===== src/rtl/sd_spi_pkg.sv =====
// Shared constants for the SPI-mode SD card responder: command indices,
// R1 bit positions, response lengths and FSM encoding.
package sd_spi_pkg;

  localparam logic [5:0] CMD0   = 6'd0;
  localparam logic [5:0] CMD8   = 6'd8;
  localparam logic [5:0] CMD55  = 6'd55;
  localparam logic [5:0] ACMD41 = 6'd41;
  localparam logic [5:0] CMD58  = 6'd58;
  localparam logic [5:0] CMD59  = 6'd59;

  localparam int R1_IDLE     = 0;
  localparam int R1_ILLEGAL  = 2;
  localparam int R1_CRC_ERR  = 3;

  localparam logic [5:0] RESP_LEN_R1   = 6'd8;
  localparam logic [5:0] RESP_LEN_LONG = 6'd40;

  typedef enum logic [2:0] {
    RX_HUNT = 3'd0,
    RX_CMD  = 3'd1,
    DECODE  = 3'd2,
    NCR     = 3'd3,
    TX      = 3'd4
  } state_e;

  function automatic logic [7:0] r1_byte(input logic crc_err, input logic illegal,
                                         input logic idle);
    logic [7:0] r;
    r = 8'h00;
    r[R1_CRC_ERR] = crc_err;
    r[R1_ILLEGAL] = illegal;
    r[R1_IDLE]    = idle;
    return r;
  endfunction

endpackage


===== src/rtl/sd_crc7.sv =====
// Serial CRC7 (x^7 + x^3 + 1), one bit per enable, MSB-first.
module sd_crc7 (
  input  logic       clk,
  input  logic       rst,
  input  logic       clr_i,
  input  logic       en_i,
  input  logic       bit_i,
  output logic [6:0] crc_o
);

  logic [6:0] crc_q;
  logic [6:0] crc_d;
  logic       fb_s;

  always_comb begin
    crc_d = crc_q;
    fb_s  = 1'b0;
    if (clr_i) begin
      crc_d = 7'h00;
    end else if (en_i) begin
      fb_s  = bit_i ^ crc_q[6];
      crc_d = {crc_q[5:0], 1'b0} ^ {3'b000, fb_s, 2'b00, fb_s};
    end else begin
      crc_d = crc_q;
    end
  end

  always_ff @(posedge clk or posedge rst) begin
    if (rst) begin
      crc_q <= 7'h00;
    end else begin
      crc_q <= crc_d;
    end
  end

  assign crc_o = crc_q;

endmodule


===== src/rtl/spi_sd_responder.sv =====
// SPI-mode SD card target: receives 48-bit command frames, tracks the
// idle/init state and returns R1/R3/R7 after a fixed Ncr gap.
module spi_sd_responder
  import sd_spi_pkg::*;
#(
  parameter int          NCR_BYTES      = 1,
  parameter int          ACMD41_RETRIES = 2,
  parameter logic [31:0] OCR            = 32'hC0FF8000,
  parameter bit          REQUIRE_CMD55  = 1'b0
) (
  input  logic        spi_clk_i,
  input  logic        spi_rst_i,
  input  logic        SCK_SPI,
  input  logic        MOSI,
  input  logic        SS_n,
  output logic        MISO,
  output logic        cmd_valid_o,
  output logic [5:0]  cmd_index_o,
  output logic [31:0] cmd_arg_o,
  output logic        idle_o
);

  localparam logic [15:0] NCR_BITS   = 16'(NCR_BYTES * 8);
  localparam logic [7:0]  RETRY_INIT = 8'(ACMD41_RETRIES);

  logic sck_meta_q, sck_s_q, sck_hist_q;
  logic mosi_meta_q, mosi_s_q;
  logic ss_meta_q, ss_s_q;
  logic rise_s, fall_s;

  state_e      state_q, state_d;
  logic [15:0] cnt_q, cnt_d;
  logic [47:0] shift_q, shift_d;
  logic [39:0] resp_q, resp_d;
  logic [5:0]  len_q, len_d;
  logic        miso_q, miso_d;
  logic        cmd_valid_q, cmd_valid_d;
  logic [5:0]  cmd_index_q, cmd_index_d;
  logic [31:0] cmd_arg_q, cmd_arg_d;
  logic        idle_q, idle_d;
  logic [7:0]  retry_q, retry_d;
  logic        app_cmd_q, app_cmd_d;
  logic        crc_en_q, crc_en_d;

  logic        crc_clr_s, crc_feed_s;
  logic [6:0]  crc_calc_s;
  logic [47:0] frame_s;
  logic [5:0]  idx_s;
  logic [31:0] arg_s;
  logic        crc_err_s, illegal_s, idle_next_s;
  logic [7:0]  r1_s;

  // Two-flop synchronizers; SCK gets one extra history stage for edge detect.
  always_ff @(posedge spi_clk_i or posedge spi_rst_i) begin
    if (spi_rst_i) begin
      sck_meta_q  <= 1'b0;
      sck_s_q     <= 1'b0;
      sck_hist_q  <= 1'b0;
      mosi_meta_q <= 1'b1;
      mosi_s_q    <= 1'b1;
      ss_meta_q   <= 1'b1;
      ss_s_q      <= 1'b1;
    end else begin
      sck_meta_q  <= SCK_SPI;
      sck_s_q     <= sck_meta_q;
      sck_hist_q  <= sck_s_q;
      mosi_meta_q <= MOSI;
      mosi_s_q    <= mosi_meta_q;
      ss_meta_q   <= SS_n;
      ss_s_q      <= ss_meta_q;
    end
  end

  assign rise_s  = sck_s_q & ~sck_hist_q;
  assign fall_s  = ~sck_s_q & sck_hist_q;
  assign frame_s = {shift_q[46:0], mosi_s_q};
  assign idx_s   = shift_q[45:40];
  assign arg_s   = shift_q[39:8];

  sd_crc7 u_crc7 (
    .clk   (spi_clk_i),
    .rst   (spi_rst_i),
    .clr_i (crc_clr_s),
    .en_i  (crc_feed_s),
    .bit_i (mosi_s_q),
    .crc_o (crc_calc_s)
  );

  always_comb begin
    state_d     = state_q;
    cnt_d       = cnt_q;
    shift_d     = shift_q;
    resp_d      = resp_q;
    len_d       = len_q;
    miso_d      = miso_q;
    cmd_valid_d = 1'b0;
    cmd_index_d = cmd_index_q;
    cmd_arg_d   = cmd_arg_q;
    idle_d      = idle_q;
    retry_d     = retry_q;
    app_cmd_d   = app_cmd_q;
    crc_en_d    = crc_en_q;
    crc_clr_s   = 1'b0;
    crc_feed_s  = 1'b0;
    illegal_s   = 1'b0;
    idle_next_s = idle_q;
    r1_s        = 8'h00;
    crc_err_s   = ((idx_s == CMD0) || (idx_s == CMD8) || crc_en_q) &&
                  (crc_calc_s != shift_q[7:1]);

    if (ss_s_q) begin
      state_d = RX_HUNT;
      cnt_d   = 16'd0;
      miso_d  = 1'b1;
    end else begin
      case (state_q)
        RX_HUNT: begin
          if (rise_s) begin
            shift_d = frame_s;
            if (!mosi_s_q) begin
              state_d   = RX_CMD;
              cnt_d     = 16'd1;
              crc_clr_s = 1'b1;
            end else begin
              cnt_d = 16'd0;
            end
          end else begin
            cnt_d = cnt_q;
          end
        end
        RX_CMD: begin
          if (rise_s) begin
            shift_d    = frame_s;
            crc_feed_s = (cnt_q < 16'd40);
            cnt_d      = cnt_q + 16'd1;
            if (cnt_q == 16'd47) begin
              cnt_d = 16'd0;
              if (!frame_s[47] && frame_s[46] && frame_s[0]) begin
                state_d = DECODE;
              end else begin
                state_d = RX_HUNT;
              end
            end else begin
              state_d = RX_CMD;
            end
          end else begin
            cnt_d = cnt_q;
          end
        end
        DECODE: begin
          cmd_index_d = idx_s;
          cmd_arg_d   = arg_s;
          cmd_valid_d = 1'b1;
          len_d       = RESP_LEN_R1;
          state_d     = NCR;
          cnt_d       = 16'd0;
          if (crc_err_s) begin
            r1_s   = r1_byte(1'b1, 1'b0, idle_q);
            resp_d = {r1_s, 32'h0000_0000};
          end else begin
            app_cmd_d = 1'b0;
            case (idx_s)
              CMD0: begin
                idle_next_s = 1'b1;
                retry_d     = RETRY_INIT;
              end
              CMD8:  len_d = RESP_LEN_LONG;
              CMD55: app_cmd_d = 1'b1;
              ACMD41: begin
                if (REQUIRE_CMD55 && !app_cmd_q) begin
                  illegal_s = 1'b1;
                end else if (retry_q != 8'd0) begin
                  retry_d     = retry_q - 8'd1;
                  idle_next_s = 1'b1;
                end else begin
                  idle_next_s = 1'b0;
                end
              end
              CMD58: len_d = RESP_LEN_LONG;
              CMD59: crc_en_d = arg_s[0];
              default: illegal_s = 1'b1;
            endcase
            idle_d = idle_next_s;
            r1_s   = r1_byte(1'b0, illegal_s, idle_next_s);
            if (idx_s == CMD8) begin
              resp_d = {r1_s, 20'h00000, arg_s[11:0]};
            end else if (idx_s == CMD58) begin
              resp_d = {r1_s, OCR};
            end else begin
              resp_d = {r1_s, 32'h0000_0000};
            end
          end
        end
        NCR: begin
          if (rise_s && (cnt_q < NCR_BITS)) begin
            cnt_d = cnt_q + 16'd1;
          end else if (fall_s && (cnt_q == NCR_BITS)) begin
            miso_d  = resp_q[39];
            resp_d  = {resp_q[38:0], 1'b1};
            cnt_d   = 16'd1;
            state_d = TX;
          end else begin
            cnt_d = cnt_q;
          end
        end
        TX: begin
          // cnt_q counts bits already placed on MISO.
          if (fall_s && (cnt_q < {10'd0, len_q})) begin
            miso_d = resp_q[39];
            resp_d = {resp_q[38:0], 1'b1};
            cnt_d  = cnt_q + 16'd1;
          end else if (rise_s && (cnt_q == {10'd0, len_q})) begin
            miso_d  = 1'b1;
            cnt_d   = 16'd0;
            state_d = RX_HUNT;
          end else begin
            cnt_d = cnt_q;
          end
        end
        default: begin
          state_d = RX_HUNT;
          cnt_d   = 16'd0;
          miso_d  = 1'b1;
        end
      endcase
    end
  end

  always_ff @(posedge spi_clk_i or posedge spi_rst_i) begin
    if (spi_rst_i) begin
      state_q     <= RX_HUNT;
      cnt_q       <= 16'd0;
      shift_q     <= 48'h0;
      resp_q      <= 40'h0;
      len_q       <= RESP_LEN_R1;
      miso_q      <= 1'b1;
      cmd_valid_q <= 1'b0;
      cmd_index_q <= 6'd0;
      cmd_arg_q   <= 32'h0;
      idle_q      <= 1'b1;
      retry_q     <= RETRY_INIT;
      app_cmd_q   <= 1'b0;
      crc_en_q    <= 1'b0;
    end else begin
      state_q     <= state_d;
      cnt_q       <= cnt_d;
      shift_q     <= shift_d;
      resp_q      <= resp_d;
      len_q       <= len_d;
      miso_q      <= miso_d;
      cmd_valid_q <= cmd_valid_d;
      cmd_index_q <= cmd_index_d;
      cmd_arg_q   <= cmd_arg_d;
      idle_q      <= idle_d;
      retry_q     <= retry_d;
      app_cmd_q   <= app_cmd_d;
      crc_en_q    <= crc_en_d;
    end
  end

  assign MISO        = miso_q;
  assign cmd_valid_o = cmd_valid_q;
  assign cmd_index_o = cmd_index_q;
  assign cmd_arg_o   = cmd_arg_q;
  assign idle_o      = idle_q;

endmodule

===== config.mk =====
export PLATFORM = sky130hd
export DESIGN_NAME = spi_sd_responder
export DESIGN_NICKNAME = d
export VERILOG_FILES = /design/src/rtl/sd_spi_pkg.sv /design/src/rtl/sd_crc7.sv /design/src/rtl/spi_sd_responder.sv
export SDC_FILE = /design/constraint.sdc
export NUM_CORES = 1
export LEC_CHECK = 0
export CAP_MARGIN = 30
export CORE_MARGIN = 2
export CORE_UTILIZATION = 49
export CTS_CLUSTER_SIZE = 8
export DETAILED_ROUTE_END_ITERATION = 6
export DONT_BUFFER_PORTS = 1
export GPL_ROUTABILITY_DRIVEN = 0
export SYNTH_ARGS = -nofsm -noshare
export SYNTH_HDL_FRONTEND = slang
export SYNTH_SLANG_ARGS = --single-unit
export TNS_END_PERCENT = 100

===== constraint.sdc =====
create_clock -name spi_clk_i -period 7.68 [get_ports spi_clk_i]
set_input_delay 2.304 -clock spi_clk_i [delete_from_list [all_inputs] [get_ports spi_clk_i]]
set_output_delay 2.304 -clock spi_clk_i [all_outputs]
set_load 0.01 [all_outputs]

==> results of run 1 <==
==> synth_stat cells, types with 2 or more instances <==
master / count
a21o_1: 2
a21oi_1: 24
a221oi_1: 11
a31oi_1: 6
and3_1: 6
buf_1: 2
buf_2: 8
clkbuf_1: 34
dfrtp_1: 164
dfstp_2: 7
ha_1: 4
inv_1: 9
mux2_2: 5
mux2i_1: 6
nand2_1: 329
nand2b_1: 7
nand3_1: 26
nand3b_1: 2
nor2_1: 68
nor2b_1: 10
nor3_1: 12
nor4_1: 8
nor4b_1: 3
o21a_1: 2
o21ai_0: 32
o21ai_1: 8
o21bai_1: 2
o31ai_1: 7
o41ai_1: 3
o41ai_2: 2
or2_2: 2
or3_1: 3
or4_1: 5
xor2_1: 8
==> final cells by class <==
| cell class | instances | area, sq um | area share, % |
|---|---|---|---|
| Multi-Input combinational cell | 623 | 3040 | 36.5 |
| Inverter | 9 | 38.8 | 0.466 |
| Timing Repair Buffer | 11 | 100 | 1.20 |
| Clock buffer | 18 | 439 | 5.28 |
| Clock inverter | 14 | 184 | 2.21 |
| Tap cell | 188 | 235 | 2.83 |
| Sequential cell | 171 | 4290 | 51.5 |
==> registers in the layout, summed over array words and instances, names as in the netlist, 3 cells and up <==
| register | cells |
|---|---|
| shift_q | 47 |
| resp_q | 40 |
| cmd_arg_o | 32 |
| cnt_q | 16 |
| retry_q | 8 |
| u_crc7.crc_o | 7 |
| cmd_index_o | 6 |
| state_q | 3 |
==> layer usage <==
layer  routed length, um  up-vias  global-route usage, %  share of wire (%)
met5                   0        -                      0                  0
met4                 126        0                   6.53               0.81
li1                    -     2773                      -                  -
met3                 725       13                   5.97                4.7
met1                7430     2750                   27.0                 48
met2                7260      101                   32.3                 47
==> path summary, 6_finish.rpt <==
path / start / endpoint / slack [ns]
max: idle_o$_DFFE_PP1P_ / idle_o / 4.35
min: sck_meta_q$_DFF_PP0_ / sck_s_q$_DFF_PP0_ / 0.35
max reg2reg: cnt_q[6]$_DFFE_PP0P_ / cnt_q[13]$_DFFE_PP0P_ / 4.43
min reg2reg: sck_meta_q$_DFF_PP0_ / sck_s_q$_DFF_PP0_ / 0.35
max in group asynchronous: spi_rst_i / retry_q[7]$_DFFE_PP0P_ / 4.58
min in group asynchronous: spi_rst_i / shift_q[29]$_DFFE_PP0P_ / 1.87
==> layout by cell type, fill, tap and decap left out, types with 6 or more instances in the layout <==
cell type  synthesis  layout
nand2b_1           7       7
and3_1             6       6
o21ai_0           32      32
nor4_1             8       7
nor2_1            68      68
dfrtp_1          164     164
a221oi_1          11      11
nand3_1           26      26
clkbuf_16          0      17
mux2i_1            6       6
a21oi_1           24      24
xor2_1             8       8
dfstp_2            7       7
nor2b_1           10      10
o31ai_1            7       7
inv_1              9       8
buf_4              1       9
o21ai_1            8       8
nor3_1            12      12
nand2_1          329     329
a31oi_1            6       6
==> power by group through the flow <==
stage,combinational (W),clock (W),sequential (W)
floorplan,0.0000873,0,0.000956
global placement,0.000107,0,0.000963
detailed placement,0.000110,0,0.000964
CTS,0.000111,0.000915,0.000947
global route,0.000127,0.000955,0.000950
finish,0.000110,0.000895,0.000947
==> per-stage QoR <==
step           total power [W]  util [%]  setup WS [ns]  instances  area [sq um]
2_1_floorplan          0.00104         -          0.756        848          7530
3_3_place_gp           0.00107      50.8           3.82        999          7660
3_5_place_dp           0.00107      50.8           3.76       1001          7670
4_1_cts                0.00197      55.0           4.23       1033          8290
5_1_grt                0.00203      55.1           4.17       1034          8320
6_report               0.00195      55.1           4.35       1034          8320
==> kinds of logic (layout without fill, tap and decap cells) <==
group                    count (synthesis)  count (layout)  share of synthesized area [%]
AND/OR/NAND/NOR                        490             490                           27.5
flip-flops                             171             171                           56.9
AO/OA/AOI/OAI                          109             109                           9.47
buffers and inverters                   54              52                           2.87
multiplexers                            11              11                           1.54
XOR/XNOR                                 9               9                           1.05
adder cells (fa/ha/maj)                  4               4                          0.664
==> results.json, run 1 <==
{
  "grt_pass1_vias": 5593,
  "p_per_area_mw_per_mm2": 235,
  "fp.dieH_um": 128,
  "p_clk_share_pct": 45.8,
  "arrival_ns": 1.03,
  "total_leakage_power_nw": 4.26,
  "ys.flop_type": "dfrtp_1",
  "synth_top_area_cell": "dfrtp_1",
  "grt_usage_pct": 20.3,
  "peakVddDrop_mv": 0.148,
  "portBuffers": 0,
  "hold_path_depth": 0,
  "cts_resized": 0,
  "drc": 0,
  "diodes": 0,
  "fp.coreArea_sq_mm": 0.0151,
  "setup_tns_ns": 0,
  "start_util_pct": 49.9,
  "final_max_slew_viol_count": 0,
  "cts_buffers": 17,
  "h-tree-depth": 4,
  "cts.reportedPaths.clkPinSlew_ns": 0.07,
  "maxSlewHeadroom_pct": 46.0,
  "r2r_cells": 7,
  "nets": 842,
  "holdWs_ns": 0.349,
  "cp-end-kind": "output pin",
  "synth_area_leaders": "dfrtp_1, nand2_1, nor2_1",
  "critPathMaxFanout": 4,
  "internal_power_w": 0.00149,
  "antenna_found_initial": 0,
  "cts.hold.buffers_added": 0,
  "ys_ff_latch": 171,
  "outcome": "finished, final reports clean",
  "avgSynthCellArea_sq_um": 8.89,
  "drt_wl_total_um": 15500,
  "yosysSeqAreaShare_pct": 56.9,
  "synth_area_sq_mm": 0.00753,
  "synth_edf_count": 0,
  "synthCells": 848,
  "antenna_left": 0,
  "post_cts_buffers": 0,
  "rsz0062_at_grt": "false",
  "synth_cell_types": 55,
  "synth_nets": 857,
  "power.switching_w": 0.000462,
  "clock-root-buffer": "clkbuf_16",
  "drv_cap": 0,
  "grt_first_pass_wirelength_um": 26700,
  "yosysWarnings": 0,
  "io_pins": 46,
  "combPwrFrac_pct": 5.6,
  "period_share_pct": 43.3,
  "dr_total_vias": 5637,
  "clkSinkCount": 171,
  "power_frac_seq_pct": 48.5,
  "hold_viol_final": 0,
  "drive_gt1_share_pct": 8.04,
  "die_w_um": 128,
  "required_ns": 5.38,
  "skew_ns": 0.0242,
  "rows": 45,
  "dp_hpwl_um": 9740,
  "worstSkewPairLatency_ns": 0.43,
  "hp-class": "register to register",
  "clock_path_buffers": 2,
  "critical_path_depth": 0,
  "period_needed_ns": 3.33,
  "switching_share_pct": 23.7,
  "routedWlPerCell_um": 15.0,
  "grt-ovfl-total": 0,
  "n_fill_cell": 1362,
  "synth_top_area_share_pct": 54.5,
  "syn2layout_area_growth_pct": 10.4,
  "drt-initial-drc-count": 319,
  "die-area_sq_mm": 0.0164,
  "grt_max_degree": 108,
  "worst_pin_slew_ns": 0.810,
  "vias_per_cell": 5.45,
  "async_flop_share_pct": 100,
  "cts_tree": "built",
  "fmax_ghz": 0.300,
  "cp-start-kind": "register",
  "dr.pass1.iters": 5,
  "final-setup-viol-count": 0,
  "critical_path_class": "register to output pin"
}
(Power assumes the default switching activity.)
==> run 2: changes to the inputs <==
- clock period: 7.68 -> 3.3 ns (I/O delays scaled with it)
==> run 2 against run 1 <==
Register-to-register slack got worse by 4.2 ns. Worst hold slack better by 0.0028 ns. Final area up 0.48%. Final cell count grew 0.48%. Routed wire length about the same. Setup slack got worse by 4.1 ns. Sequential cell count unchanged. Sequential power grew 130%. Power up 130%. Clock skew shrank 0.015 ns. Largest power group unchanged. Highest routed layer unchanged.
==> results.json, run 2 (same netlist as run 1, synthesis figures left out) <==
{
  "outcome": "finished, final reports clean",
  "cts_tree": "built",
  "portBuffers": 0,
  "final_common_cell": "nand2_1",
  "cp-start-kind": "register",
  "clock_path_buffers": 2,
  "maxSlewHeadroom_pct": 51.6,
  "io_pins": 46,
  "antenna_left": 0,
  "vias_per_cell": 5.48,
  "fmax_ghz": 0.330,
  "p_per_area_mw_per_mm2": 542,
  "grt_max_degree": 60,
  "endpoint": "cnt_q[9]$_DFFE_PP0P_",
  "start_util_pct": 49.9,
  "arrival_ns": 3.32,
  "clock-root-buffer": "clkbuf_16",
  "final_max_slew_viol_count": 0,
  "grt-ovfl-total": 0,
  "critPathMaxFanout": 11,
  "setup_tns_ns": 0,
  "clkSinkCount": 171,
  "mostFrequentLayoutCells": "nand2_1, dfrtp_1, nor2_1",
  "nets": 847,
  "dr.pass1.iters": 4,
  "drv_cap": 0,
  "peakVddDrop_mv": 0.398,
  "h-tree-depth": 4,
  "diodes": 0,
  "cp-end-kind": "register",
  "die_w_um": 128,
  "crit_path_start": "cnt_q[6]$_DFFE_PP0P_",
  "rsz0062_at_grt": "false",
  "total_leakage_power_nw": 4.30,
  "grt_usage_pct": 20.6,
  "drive_gt1_share_pct": 8.34,
  "cts.hold.buffers_added": 0,
  "top_register": "shift_q",
  "routedWlPerCell_um": 15.0,
  "syn2layout_area_growth_pct": 11.0,
  "r2r_slack_ns": 0.27,
  "fp.dieH_um": 128,
  "grt_pass1_vias": 5652,
  "period_needed_ns": 3.03,
  "period_share_pct": 91.7,
  "dp_hpwl_um": 9730,
  "cts_buffers": 17,
  "required_ns": 3.59,
  "worstReg2RegEnd": "cnt_q[9]$_DFFE_PP0P_",
  "hp-class": "register to register",
  "fin_ws_ns": 0.273,
  "largest_reg_flops": 47,
  "hold_viol_final": 0,
  "drt_wl_total_um": 15500,
  "reg2reg_from": "cnt_q[6]$_DFFE_PP0P_",
  "die-area_sq_mm": 0.0164,
  "cts.reportedPaths.clkPinSlew_ns": 0.07,
  "grt_first_pass_wirelength_um": 27100,
  "antenna_found_initial": 0,
  "rows": 45,
  "drc": 0,
  "worst_pin_slew_ns": 0.724,
  "pre_cts_slack_ns": 0.308,
  "critical_path_class": "register to register",
  "skew_ns": 0.00909,
  "cts_resized": 0,
  "drt-initial-drc-count": 361,
  "final-setup-viol-count": 0,
  "worstSkewPairLatency_ns": 0.42,
  "post_cts_buffers": 0,
  "fp.coreArea_sq_mm": 0.0151,
  "dr_total_vias": 5691,
  "r2r_cells": 8
}
-- run 2: worst min-delay path by stage --
stage                              start  cells after the start  slack [ns]                end
floorplan           sck_meta_q$_DFF_PP0_                      0        0.33  sck_s_q$_DFF_PP0_
global placement    sck_meta_q$_DFF_PP0_                      0        0.33  sck_s_q$_DFF_PP0_
detailed placement  sck_meta_q$_DFF_PP0_                      0        0.34  sck_s_q$_DFF_PP0_
CTS                 sck_meta_q$_DFF_PP0_                      0        0.36  sck_s_q$_DFF_PP0_
global route         ss_meta_q$_DFF_PP1_                      0        0.36   ss_s_q$_DFF_PP1_
finish              sck_meta_q$_DFF_PP0_                      0        0.35  sck_s_q$_DFF_PP0_
-- run 2: layer usage --
| metal | track usage, % | vias to the layer above | wire, um |
|---|---|---|---|
| li1 | - | 2777 | - |
| met1 | 27.5 | 2796 | 7320 |
| met2 | 32.7 | 100 | 7290 |
| met3 | 5.26 | 18 | 672 |
| met4 | 7.76 | 0 | 251 |
| met5 | 0 | - | 0 |
-- run 2: cell type report --
type | count | area, sq um
Fill cell | 1385 | 6730
Sequential cell | 171 | 4290
Multi-Input combinational cell | 623 | 3040
Clock buffer | 20 | 447
Tap cell | 188 | 235
Clock inverter | 12 | 160
Timing Repair Buffer | 16 | 158
Inverter | 9 | 37.5
-- run 2: through the flow --
| stage | hold WS [ns] | std cells | cell area [sq um] | util, % | total power, W |
|---|---|---|---|---|---|
| floorplan | 0.331 | 848 | 7540 | - | 0.00243 |
| global placement | 0.335 | 1005 | 7740 | 51.3 | 0.00251 |
| detailed placement | 0.340 | 1007 | 7750 | 51.4 | 0.00252 |
| finish | 0.352 | 1039 | 8360 | 55.4 | 0.00453 |
| CTS | 0.355 | 1039 | 8360 | 55.4 | 0.00459 |
| global route | 0.362 | 1039 | 8360 | 55.4 | 0.00470 |
-- run 2: report_power, final --
part	leakage, nW	total, W	switching [W]	internal [W]
clock network	0.301	0.00206	0.000836	0.00122
logic	1.65	0.000266	0.000162	0.000104
registers	2.35	0.00221	0.0000566	0.00215
-- run 2: critical path, cell delays in order, from the launching register on --
cell,delay (ns)
dfrtp_1,0.43
or4b_2,0.74
nor4_1,0.62
o32ai_2,0.19
o21ai_2,0.34
buf_4,0.25
nor2b_1,0.06
o21ai_0,0.17
o31ai_1,0.09
